<file path="src/rtl/avalon_uart_master_if.sv">
// Avalon-MM bus between avalon_uart_master and a UART register slave
// (word address, single-cycle read/write strobes, fixed read latency of one cycle).
interface avalon_uart_master_if;
    localparam int unsigned ADDR_W = 4;
    localparam int unsigned DATA_W = 8;

    logic [ADDR_W-1:0] avm_address_o;
    logic              avm_read_o;
    logic              avm_write_o;
    logic [DATA_W-1:0] avm_writedata_o;
    logic [DATA_W-1:0] avm_readdata_i;

    modport master (
        output avm_address_o,
        output avm_read_o,
        output avm_write_o,
        output avm_writedata_o,
        input  avm_readdata_i
    );

    modport slave (
        input  avm_address_o,
        input  avm_read_o,
        input  avm_write_o,
        input  avm_writedata_o,
        output avm_readdata_i
    );
endinterface

</file>
<file path="src/rtl/avalon_uart_master.sv">
// Avalon-MM master for a UART register slave: status-polled TX writes and on-demand RX reads.
// Define POLL_TIMEOUT_EN to drop a TX byte after POLL_LIMIT consecutive not-ready status reads.
module avalon_uart_master #(
    parameter int unsigned POLL_LIMIT = 16
) (
    input  logic                        clk_i,
    input  logic                        arst_n_i,
    input  logic [7:0]                  tx_data_i,
    input  logic                        tx_valid_i,
    output logic                        tx_ready_o,
    input  logic                        rx_req_i,
    output logic [7:0]                  rx_data_o,
    output logic                        rx_valid_o,
    avalon_uart_master_if.master        avm,
    output logic                        busy_o,
    output logic                        timeout_o
);
    localparam int unsigned DATA_W = 8;
    localparam int unsigned ADDR_W = 4;

    localparam logic [ADDR_W-1:0] ADDR_TXDATA = ADDR_W'(0);
    localparam logic [ADDR_W-1:0] ADDR_STATUS = ADDR_W'(1);
    localparam logic [ADDR_W-1:0] ADDR_RXDATA = ADDR_W'(2);

`ifdef POLL_TIMEOUT_EN
    localparam int unsigned CNT_W = 8;
    localparam logic [CNT_W-1:0] LAST_POLL = CNT_W'(POLL_LIMIT - 1);
`endif

    typedef enum logic [2:0] {
        IDLE      = 3'd0,
        POLL_RD   = 3'd1,
        POLL_WAIT = 3'd2,
        WRITE     = 3'd3,
        RX_RD     = 3'd4,
        RX_WAIT   = 3'd5
    } state_t;

    state_t              r_state;
    logic [DATA_W-1:0]   r_tx_byte;
    logic                r_rx_pend;
    logic                r_tx_ready;
    logic                r_busy;
    logic                r_avm_read;
    logic                r_avm_write;
    logic [ADDR_W-1:0]   r_avm_address;
    logic [DATA_W-1:0]   r_avm_writedata;
    logic [DATA_W-1:0]   r_rx_data;
    logic                r_rx_valid;
    logic                r_timeout;
`ifdef POLL_TIMEOUT_EN
    logic [CNT_W-1:0]    r_poll_cnt;
`endif

    // Strobes, address and write data are registered together with the state they belong to,
    // so each bus cycle is visible exactly while the FSM sits in the matching state.
    always_ff @(posedge clk_i or negedge arst_n_i) begin
        if (!arst_n_i) begin
            r_state         <= IDLE;
            r_tx_byte       <= '0;
            r_rx_pend       <= 1'b0;
            r_tx_ready      <= 1'b1;
            r_busy          <= 1'b0;
            r_avm_read      <= 1'b0;
            r_avm_write     <= 1'b0;
            r_avm_address   <= '0;
            r_avm_writedata <= '0;
            r_rx_data       <= '0;
            r_rx_valid      <= 1'b0;
            r_timeout       <= 1'b0;
`ifdef POLL_TIMEOUT_EN
            r_poll_cnt      <= '0;
`endif
        end else begin
            r_avm_read      <= 1'b0;
            r_avm_write     <= 1'b0;
            r_avm_address   <= '0;
            r_avm_writedata <= '0;
            r_rx_valid      <= 1'b0;
            r_timeout       <= 1'b0;

            case (r_state)
                IDLE: begin
                    // A TX offer always beats a pending RX read.
                    if (tx_valid_i) begin
                        r_tx_byte     <= tx_data_i;
                        r_state       <= POLL_RD;
                        r_avm_read    <= 1'b1;
                        r_avm_address <= ADDR_STATUS;
                        r_tx_ready    <= 1'b0;
                        r_busy        <= 1'b1;
                    end else if (r_rx_pend) begin
                        r_state       <= RX_RD;
                        r_avm_read    <= 1'b1;
                        r_avm_address <= ADDR_RXDATA;
                        r_tx_ready    <= 1'b0;
                        r_busy        <= 1'b1;
                    end
                end

                POLL_RD: begin
                    r_state <= POLL_WAIT;
                end

                POLL_WAIT: begin
                    if (avm.avm_readdata_i[0]) begin
                        r_state         <= WRITE;
                        r_avm_write     <= 1'b1;
                        r_avm_address   <= ADDR_TXDATA;
                        r_avm_writedata <= r_tx_byte;
`ifdef POLL_TIMEOUT_EN
                    end else if (r_poll_cnt == LAST_POLL) begin
                        r_state    <= IDLE;
                        r_poll_cnt <= '0;
                        r_tx_byte  <= '0;
                        r_timeout  <= 1'b1;
                        r_tx_ready <= 1'b1;
                        r_busy     <= 1'b0;
                    end else begin
                        r_poll_cnt    <= r_poll_cnt + CNT_W'(1);
                        r_state       <= POLL_RD;
                        r_avm_read    <= 1'b1;
                        r_avm_address <= ADDR_STATUS;
                    end
`else
                    end else begin
                        r_state       <= POLL_RD;
                        r_avm_read    <= 1'b1;
                        r_avm_address <= ADDR_STATUS;
                    end
`endif
                end

                WRITE: begin
                    r_state    <= IDLE;
                    r_tx_ready <= 1'b1;
                    r_busy     <= 1'b0;
`ifdef POLL_TIMEOUT_EN
                    r_poll_cnt <= '0;
`endif
                end

                RX_RD: begin
                    r_state   <= RX_WAIT;
                    r_rx_pend <= 1'b0;
                end

                RX_WAIT: begin
                    r_rx_data  <= avm.avm_readdata_i;
                    r_rx_valid <= 1'b1;
                    r_state    <= IDLE;
                    r_tx_ready <= 1'b1;
                    r_busy     <= 1'b0;
                end

                default: begin
                    r_state    <= IDLE;
                    r_tx_ready <= 1'b1;
                    r_busy     <= 1'b0;
                end
            endcase

            // A request landing in the clearing cycle is kept (last assignment wins).
            if (rx_req_i) begin
                r_rx_pend <= 1'b1;
            end
        end
    end

    assign tx_ready_o          = r_tx_ready;
    assign busy_o              = r_busy;
    assign rx_data_o           = r_rx_data;
    assign rx_valid_o          = r_rx_valid;
    assign timeout_o           = r_timeout;
    assign avm.avm_read_o      = r_avm_read;
    assign avm.avm_write_o     = r_avm_write;
    assign avm.avm_address_o   = r_avm_address;
    assign avm.avm_writedata_o = r_avm_writedata;

    a_poll_limit_legal: assert property (@(posedge clk_i)
        (POLL_LIMIT >= 1) && (POLL_LIMIT <= 255));

    a_strobe_mutex: assert property (@(posedge clk_i) disable iff (!arst_n_i)
        !(r_avm_read && r_avm_write));

    a_bus_quiet: assert property (@(posedge clk_i) disable iff (!arst_n_i)
        (!r_avm_read && !r_avm_write) |-> (r_avm_address == '0 && r_avm_writedata == '0));

    a_ready_vs_busy: assert property (@(posedge clk_i) disable iff (!arst_n_i)
        r_tx_ready == !r_busy);

endmodule

</file>
<file path="src/flat_wrapper.sv">
// flat-port wrapper written by rule: the top's interface ports become plain ports
module avalon_uart_master_flat 
#(
    parameter int unsigned POLL_LIMIT = 16
)
  (clk_i, arst_n_i, tx_data_i, tx_valid_i, tx_ready_o, rx_req_i, rx_data_o, rx_valid_o, busy_o, timeout_o, avm_avm_address_o, avm_avm_read_o, avm_avm_write_o, avm_avm_writedata_o, avm_avm_readdata_i);
  avalon_uart_master_if avm_i ();
  input  logic clk_i;
  input  logic arst_n_i;
  input  logic [7:0] tx_data_i;
  input  logic tx_valid_i;
  output logic tx_ready_o;
  input  logic rx_req_i;
  output logic [7:0] rx_data_o;
  output logic rx_valid_o;
  output logic busy_o;
  output logic timeout_o;
  output wire logic [$bits(avm_i.avm_address_o)-1:0] avm_avm_address_o;
  output wire logic [$bits(avm_i.avm_read_o)-1:0] avm_avm_read_o;
  output wire logic [$bits(avm_i.avm_write_o)-1:0] avm_avm_write_o;
  output wire logic [$bits(avm_i.avm_writedata_o)-1:0] avm_avm_writedata_o;
  input wire logic [$bits(avm_i.avm_readdata_i)-1:0] avm_avm_readdata_i;
  assign avm_avm_address_o = avm_i.avm_address_o;
  assign avm_avm_read_o = avm_i.avm_read_o;
  assign avm_avm_write_o = avm_i.avm_write_o;
  assign avm_avm_writedata_o = avm_i.avm_writedata_o;
  assign avm_i.avm_readdata_i = avm_avm_readdata_i;
  avalon_uart_master #(.POLL_LIMIT(POLL_LIMIT)) u_core (.clk_i(clk_i), .arst_n_i(arst_n_i), .tx_data_i(tx_data_i), .tx_valid_i(tx_valid_i), .tx_ready_o(tx_ready_o), .rx_req_i(rx_req_i), .rx_data_o(rx_data_o), .rx_valid_o(rx_valid_o), .avm(avm_i), .busy_o(busy_o), .timeout_o(timeout_o));
endmodule
</file>
<file path="config.mk">
export PLATFORM = sky130hd
export DESIGN_NAME = avalon_uart_master_flat
export DESIGN_NICKNAME = d
export VERILOG_FILES = /design/src/rtl/avalon_uart_master_if.sv /design/src/rtl/avalon_uart_master.sv /design/src/flat_wrapper.sv
export SDC_FILE = /design/constraint.sdc
export NUM_CORES = 1
export LEC_CHECK = 0
export BUFFER_PORTS_ARGS = -buffer_cell sky130_fd_sc_hd__buf_2
export CAP_MARGIN = 5
export CORE_ASPECT_RATIO = 0.75
export CORE_MARGIN = 3
export CORE_UTILIZATION = 44
export CTS_CLUSTER_SIZE = 40
export DETAILED_ROUTE_END_ITERATION = 8
export PLACE_DENSITY = 0.74
export SLEW_MARGIN = 20
export SYNTH_ARGS = -nofsm -noshare
export SYNTH_HDL_FRONTEND = slang
export SYNTH_SLANG_ARGS = --single-unit
</file>
<file path="constraint.sdc">
create_clock -name clk_i -period 1.5 [get_ports clk_i]
set_input_delay 0.3 -clock clk_i [delete_from_list [all_inputs] [get_ports clk_i]]
set_output_delay 0.3 -clock clk_i [all_outputs]
set_load 0.02 [all_outputs]
</file>
==> run metrics, run 1 <==
outcome=complete, no violations; via total after detailed routing=893; RSZ-0062 raised after global routing=no; Max IR drop VDD=0.881 mV; number of synthesis warnings=0; Slew headroom=62.3%; CTS sink cnt=35; WS Path Type=register to register; buffers inserted by post-CTS timing repair=0; endpoint kind of the worst setup timing path=register; post-layout net count=166; number of antenna violations at the first check in global routing=0; maximum net fanout on the critical path=14; number of top-level pins=46; number of antenna diodes=0; worst setup skew after layout=0.00309 ns; clock tree buffer depth=2; post-DR wirelength/cell=13.4 um; DRT Pass-1 Iters=4; wire length of the first global-routing pass=3950 um; number of design-rule violations left by the first detailed-router iteration=53; share of the yosys chip area belonging to registers=65.1%; total negative setup slack=0 ns; Arr. time, crit path=1.55 ns; Mapped Cells=96; TritonCTS clock tree=yes; area growth from synthesis to layout=27.1%; area enclosed by the die boundary=3770 um2; startpoint types=register; worst hold path type=primary input to register; weighted congestion reported at the end of routability-driven placement=0.742; initial core utilization=48.7%; count of unique library cells instantiated by Yosys=25; cell area reported after detailed placement=1620 um2; proportion of layout cells with a drive suffix above 1=49.0%; count of hold buffers inserted by post-cts repair=1; cell area after layout=1710 um2; data required time at the worst endpoint=1.66 ns; clock root buffer master=sky130_fd_sc_hd__clkbuf_8; Routed Antenna Nets=0; total wire length=2460 um; post-detailed-route DRC marker count=0; P_leak=0.000867 uW; floorplan die height=53.9 um; minimum clock period=1.39 ns; H-tree level count=2; Filler Cells Inserted=225; Worst-Margin Slew=0.551 ns; FF+latch count, synth=35; TritonCTS buffer count=5; via/cell ratio=4.88; Hold Violations, Final=0; power per cell area=2000 nW/um2; cell row count=16; Chip Width=69.9 um; mean area per synthesized cell=14.0 um2; quantity of gates resized following cts=0; I/O Buffers=42; multi-input gate area in the final layout=424 um2; vias in the first global route=876; clock-pin transition on the worst setup and hold timing paths=0.06 ns; flip-flop and latch area=877 um2; Worst Setup Slack, final=0.110 ns; minimum hold slack=0.200 ns; clock latency at the later pin of the worst-skew pair=0.28 ns; share of the clock period used by the worst path after layout=92.6%; combined area of all synthesized cells=1350 um2; overall routing resource usage=14.5%; Placeable Area=2760 um2; Peak Freq=720 MHz; DP Wirelength=1880 um; final global-route overflow total=0; pin count of the biggest net entering global routing=19; max capacitance violation total=0; Post-Place Worst Slack=0.111 ns; Final Slew Violations=0; final count of negative-setup-slack endpoints=0
## final timing paths
check                                           startpoint                                      end  slack [ns]  depth (start not counted)
max                          u_core.r_state[1]$_DFFE_PN0P_          u_core.rx_data_o[0]$_DFFE_PN0P_        0.11                          3
min                                               rx_req_i             u_core.r_rx_pend$_DFFE_PN0P_        0.20                          2
max reg2reg                  u_core.r_state[1]$_DFFE_PN0P_          u_core.rx_data_o[0]$_DFFE_PN0P_        0.11                          3
min reg2reg                u_core.r_tx_byte[2]$_DFFE_PN0P_  u_core.avm.avm_writedata_o[2]$_DFF_PN0_        0.47                          1
max in group asynchronous                         arst_n_i            u_core.tx_ready_o$_DFFE_PN1P_        0.50                          3
min in group asynchronous                         arst_n_i  u_core.avm.avm_writedata_o[6]$_DFF_PN0_        0.48                          2
## routing by layer
layer	vias to the layer above	wire (um)	global-route usage, %
li1	420	-	-
met1	434	1030	15.3
met2	34	1150	25.2
met3	5	229	6.53
met4	0	44	7.64
met5	-	0	0
## worst max-delay path: stages (launching register included)
cell and delay (ns):
sky130_fd_sc_hd__dfrtp_1 0.40, sky130_fd_sc_hd__buf_4 0.19, sky130_fd_sc_hd__nand3b_2 0.34, sky130_fd_sc_hd__mux2_2 0.34
## sequential cells by signal (all words and copies together), names as in the netlist
| name | count |
|---|---|
| u_core.avm.avm_address_o | 2 |
| u_core.avm.avm_read_o | 1 |
| u_core.avm.avm_write_o | 1 |
| u_core.avm.avm_writedata_o | 8 |
| u_core.busy_o | 1 |
| u_core.r_rx_pend | 1 |
| u_core.r_state | 3 |
| u_core.r_tx_byte | 8 |
| u_core.rx_data_o | 8 |
| u_core.rx_valid_o | 1 |
| u_core.tx_ready_o | 1 |
## synth_stat cells
master	count	share of area, %
sky130_fd_sc_hd__inv_1	2	0.56
sky130_fd_sc_hd__nor4bb_1	1	0.74
sky130_fd_sc_hd__buf_2	2	0.74
sky130_fd_sc_hd__a21o_1	2	1.1
sky130_fd_sc_hd__nor2_1	3	0.84
sky130_fd_sc_hd__buf_4	3	1.7
sky130_fd_sc_hd__and2_1	8	3.7
sky130_fd_sc_hd__mux2_2	16	13
sky130_fd_sc_hd__and4b_1	1	0.74
sky130_fd_sc_hd__nand2_1	1	0.28
sky130_fd_sc_hd__nor3_1	3	1.1
sky130_fd_sc_hd__nand3b_2	1	0.84
sky130_fd_sc_hd__clkbuf_2	1	0.37
sky130_fd_sc_hd__clkbuf_1	2	0.56
sky130_fd_sc_hd__dfrtp_1	34	63
sky130_fd_sc_hd__nor4_4	1	1.6
sky130_fd_sc_hd__a21oi_1	4	1.5
sky130_fd_sc_hd__a2111oi_0	2	1.3
sky130_fd_sc_hd__a211oi_1	2	1.1
sky130_fd_sc_hd__o21bai_1	1	0.56
sky130_fd_sc_hd__dfstp_2	1	2.0
sky130_fd_sc_hd__o21ai_0	1	0.37
sky130_fd_sc_hd__nand2b_1	2	0.93
sky130_fd_sc_hd__conb_1	1	0.28
sky130_fd_sc_hd__nand3b_1	1	0.56
## per-stage QoR
step                util [%]  instances  total power (uW)
floorplan                  -         98              2380
global placement        58.7        174              2750
detailed placement      58.7        174              2830
CTS                     62.0        183              3460
global route            62.0        183              3640
finish                  62.0        183              3430
## logic make-up (layout without fill, tap and decap cells)
logic type,count (synthesis),after routing,share of synthesized area (%)
AO/OA/AOI/OAI,12,12,5.95
buffers and inverters,10,59,3.90
flip-flops,35,35,65.1
multiplexers,16,16,13.4
other,1,3,0.279
AND/OR/NAND/NOR,22,22,11.3
## cell usage in the layout, fill, tap and decap left out
| cell | instances |
|---|---|
| sky130_fd_sc_hd__a2111oi_0 | 2 |
| sky130_fd_sc_hd__a211oi_1 | 2 |
| sky130_fd_sc_hd__a21o_1 | 2 |
| sky130_fd_sc_hd__a21oi_1 | 4 |
| sky130_fd_sc_hd__and2_1 | 8 |
| sky130_fd_sc_hd__and4b_1 | 1 |
| sky130_fd_sc_hd__buf_12 | 1 |
| sky130_fd_sc_hd__buf_2 | 42 |
| sky130_fd_sc_hd__buf_4 | 5 |
| sky130_fd_sc_hd__clkbuf_1 | 3 |
| sky130_fd_sc_hd__clkbuf_8 | 5 |
| sky130_fd_sc_hd__conb_1 | 3 |
| sky130_fd_sc_hd__dfrtp_1 | 34 |
| sky130_fd_sc_hd__dfstp_2 | 1 |
| sky130_fd_sc_hd__dlygate4sd3_1 | 1 |
| sky130_fd_sc_hd__inv_1 | 2 |
| sky130_fd_sc_hd__mux2_2 | 16 |
| sky130_fd_sc_hd__nand2_1 | 1 |
| sky130_fd_sc_hd__nand2b_1 | 2 |
| sky130_fd_sc_hd__nand3b_1 | 1 |
| sky130_fd_sc_hd__nand3b_2 | 1 |
| sky130_fd_sc_hd__nor2_1 | 3 |
| sky130_fd_sc_hd__nor3_1 | 3 |
| sky130_fd_sc_hd__nor4_4 | 1 |
| sky130_fd_sc_hd__nor4bb_1 | 1 |
| sky130_fd_sc_hd__o21ai_0 | 1 |
| sky130_fd_sc_hd__o21bai_1 | 1 |
## where the power goes
part	leakage, uW	internal [uW]	total [uW]	switching [uW]
logic	0.000395	590	1310	720
clock network	0.0000395	329	621	292
registers	0.000433	1320	1490	176
total	0.000867	2240	3430	1190
## cell type report
class,count,share of cell area [%]
Tap cell,36,2.63
Clock buffer,8,4.68
Multi-Input combinational cell,53,24.8
Timing Repair Buffer,49,16.2
Sequential cell,35,51.2
Inverter,2,0.439
(Power assumes the default switching activity.)
==> run 2: changes to the inputs <==
--- a/config.mk
+++ b/config.mk
@@ -7,7 +7,6 @@
 export LEC_CHECK = 0
 export BUFFER_PORTS_ARGS = -buffer_cell sky130_fd_sc_hd__buf_2
 export CAP_MARGIN = 5
-export CORE_ASPECT_RATIO = 0.75
 export CORE_MARGIN = 3
 export CORE_UTILIZATION = 44
 export CTS_CLUSTER_SIZE = 40
==> run 2 against run 1 <==
Against the previous run:
- core utilization decreased by 2.7 points
- die area decreased by 0.18%
- register-to-register slack improved by 0.02 ns
- total power decreased by 4.2%
- critical path type unchanged
- largest cell class unchanged
==> run metrics, run 2 (synthesis results as in run 1) <==
overall routing resource usage=13.7% (-0.87 points); data required time at the worst endpoint=1.72 ns (+0.06 ns); WS Path Type=register to register; Slew headroom=67.5% (+5.1 points); floorplan die height=61.3 um (+14%); Chip Width=61.3 um (-12%); post-DR wirelength/cell=13.0 um (-3.5%); share of the clock period used by the worst path after layout=91.2% (-1.4 points); number of design-rule violations left by the first detailed-router iteration=19 (-64%); pin count of the biggest net entering global routing=20 (+1); total negative setup slack=0 ns (unchanged); Tot Pwr=3280 uW (-4.2%); wire length of the first global-routing pass=3570 um (-9.6%); Final Slew Violations=0 (unchanged); Hold Violations, Final=0 (unchanged); Max IR drop VDD=0.769 mV (-13%); most common cell after layout, fill and taps aside=sky130_fd_sc_hd__buf_2; I/O Buffers=42 (unchanged); area growth from synthesis to layout=24.5%; clock-pin transition on the worst setup and hold timing paths=0.09 ns (+0.03 ns); Arr. time, crit path=1.58 ns (+0.03 ns); TritonCTS clock tree=yes; Filler Cells Inserted=232 (+3.1%); via/cell ratio=4.96 (+1.7%); number of antenna diodes=0 (unchanged); final global-route overflow total=0 (unchanged); minimum clock period=1.37 ns (-0.0216 ns); clock root buffer master=sky130_fd_sc_hd__clkbuf_4; weighted congestion reported at the end of routability-driven placement=0.826 (+11%); maximum net fanout on the critical path=9 (-5); TritonCTS buffer count=5 (unchanged); number of top-level pins=46 (unchanged); power per cell area=1960 nW/um2 (-2.2%); clock tree buffer depth=2 (unchanged); flip-flop and latch area=877 um2 (unchanged); worst hold path type=primary input to register; RSZ-0062 raised after global routing=no; startpoint types=register; outcome=complete, no violations; most frequent cells in the layout=sky130_fd_sc_hd__buf_2, sky130_fd_sc_hd__dfrtp_1, sky130_fd_sc_hd__mux2_2; number of antenna violations at the first check in global routing=0 (unchanged); proportion of layout cells with a drive suffix above 1=51.0% (+2.0 points); cell row count=19 (+3); final count of negative-setup-slack endpoints=0 (unchanged); vias in the first global route=803 (-8.3%); initial core utilization=47.6% (-1.1 points); post-layout net count=167 (+0.60%); Peak Freq=731 MHz (+1.6%); Post-Place Worst Slack=0.120 ns (+0.00861 ns); quantity of gates resized following cts=0 (unchanged); P_leak=0.000862 uW (-0.56%); H-tree level count=2 (unchanged); via total after detailed routing=883 (-1.1%); area enclosed by the die boundary=3760 um2 (-0.18%); Routed Antenna Nets=0 (unchanged); Worst Setup Slack, final=0.132 ns (+0.0216 ns); total wire length=2310 um (-6.1%); post-detailed-route DRC marker count=0 (unchanged); endpoint kind of the worst setup timing path=register; multi-input gate area in the final layout=424 um2 (unchanged); CTS sink cnt=35 (unchanged); Placeable Area=2830 um2 (+2.4%); max capacitance violation total=0 (unchanged); worst setup skew after layout=0.00346 ns (+0.000369 ns); Worst-Margin Slew=0.476 ns (-0.0749 ns); DP Wirelength=1790 um (-5.0%); DRT Pass-1 Iters=3 (-1); clock latency at the later pin of the worst-skew pair=0.32 ns (+0.04 ns)
## run 2: worst max-delay path: stages (launching register included)
cell                       delay, ns
sky130_fd_sc_hd__dfrtp_1        0.42
sky130_fd_sc_hd__buf_4          0.17
sky130_fd_sc_hd__nand3b_2       0.33
sky130_fd_sc_hd__mux2_2         0.34
## run 2: repair_timing
action                                 CTS  global route
endpoints found under the hold margin   17             0
hold buffers                             1             0
buffers inserted                         0             0
## run 2: path summary, 6_finish.rpt
| path | depth (start not counted) | slack, ns | to | startpoint |
|---|---|---|---|---|
| max | 3 | 0.13 | u_core.rx_data_o[7]$_DFFE_PN0P_ | u_core.r_state[1]$_DFFE_PN0P_ |
| min | 2 | 0.15 | u_core.r_rx_pend$_DFFE_PN0P_ | rx_req_i |
| max reg2reg | 3 | 0.13 | u_core.rx_data_o[7]$_DFFE_PN0P_ | u_core.r_state[1]$_DFFE_PN0P_ |
| min reg2reg | 1 | 0.48 | u_core.avm.avm_writedata_o[7]$_DFF_PN0_ | u_core.r_tx_byte[7]$_DFFE_PN0P_ |
| max in group asynchronous | 3 | 0.51 | u_core.r_tx_byte[1]$_DFFE_PN0P_ | arst_n_i |
| min in group asynchronous | 2 | 0.43 | u_core.rx_data_o[7]$_DFFE_PN0P_ | arst_n_i |
## run 2: metrics by stage
stage	area, um2	util [%]	hold WS, ns	cells
floorplan	1350	-	0.00441	98
global placement	1610	56.9	0.249	170
detailed placement	1610	56.9	0.252	170
CTS	1680	59.3	0.131	178
global route	1680	59.3	0.152	178
finish	1680	59.3	0.150	178
## run 2: cell type report
cell class	instances	share of cell area, %
clock buffers	6	3.06
clock inverters	1	0.299
inverters	2	0.448
multi-input cells	53	25.3
flip-flops and latches	35	52.3
well taps	31	2.31
repair buffers	50	16.3
## run 2: power breakdown
part	leakage, uW	internal [uW]	switching [uW]
Sequential	0.000433	1310	168
Combinational	0.000395	600	703
Clock	0.0000341	217	279
Total	0.000862	2130	1150
## run 2: per-layer routing
metal / part of all wire (%) / track usage (%) / wire length [um]
met1: 40 / 16.0 / 927
met4: 3.1 / 10.2 / 72
met5: 0 / 0 / 0
met2: 50 / 21.8 / 1150
met3: 6.9 / 3.14 / 159
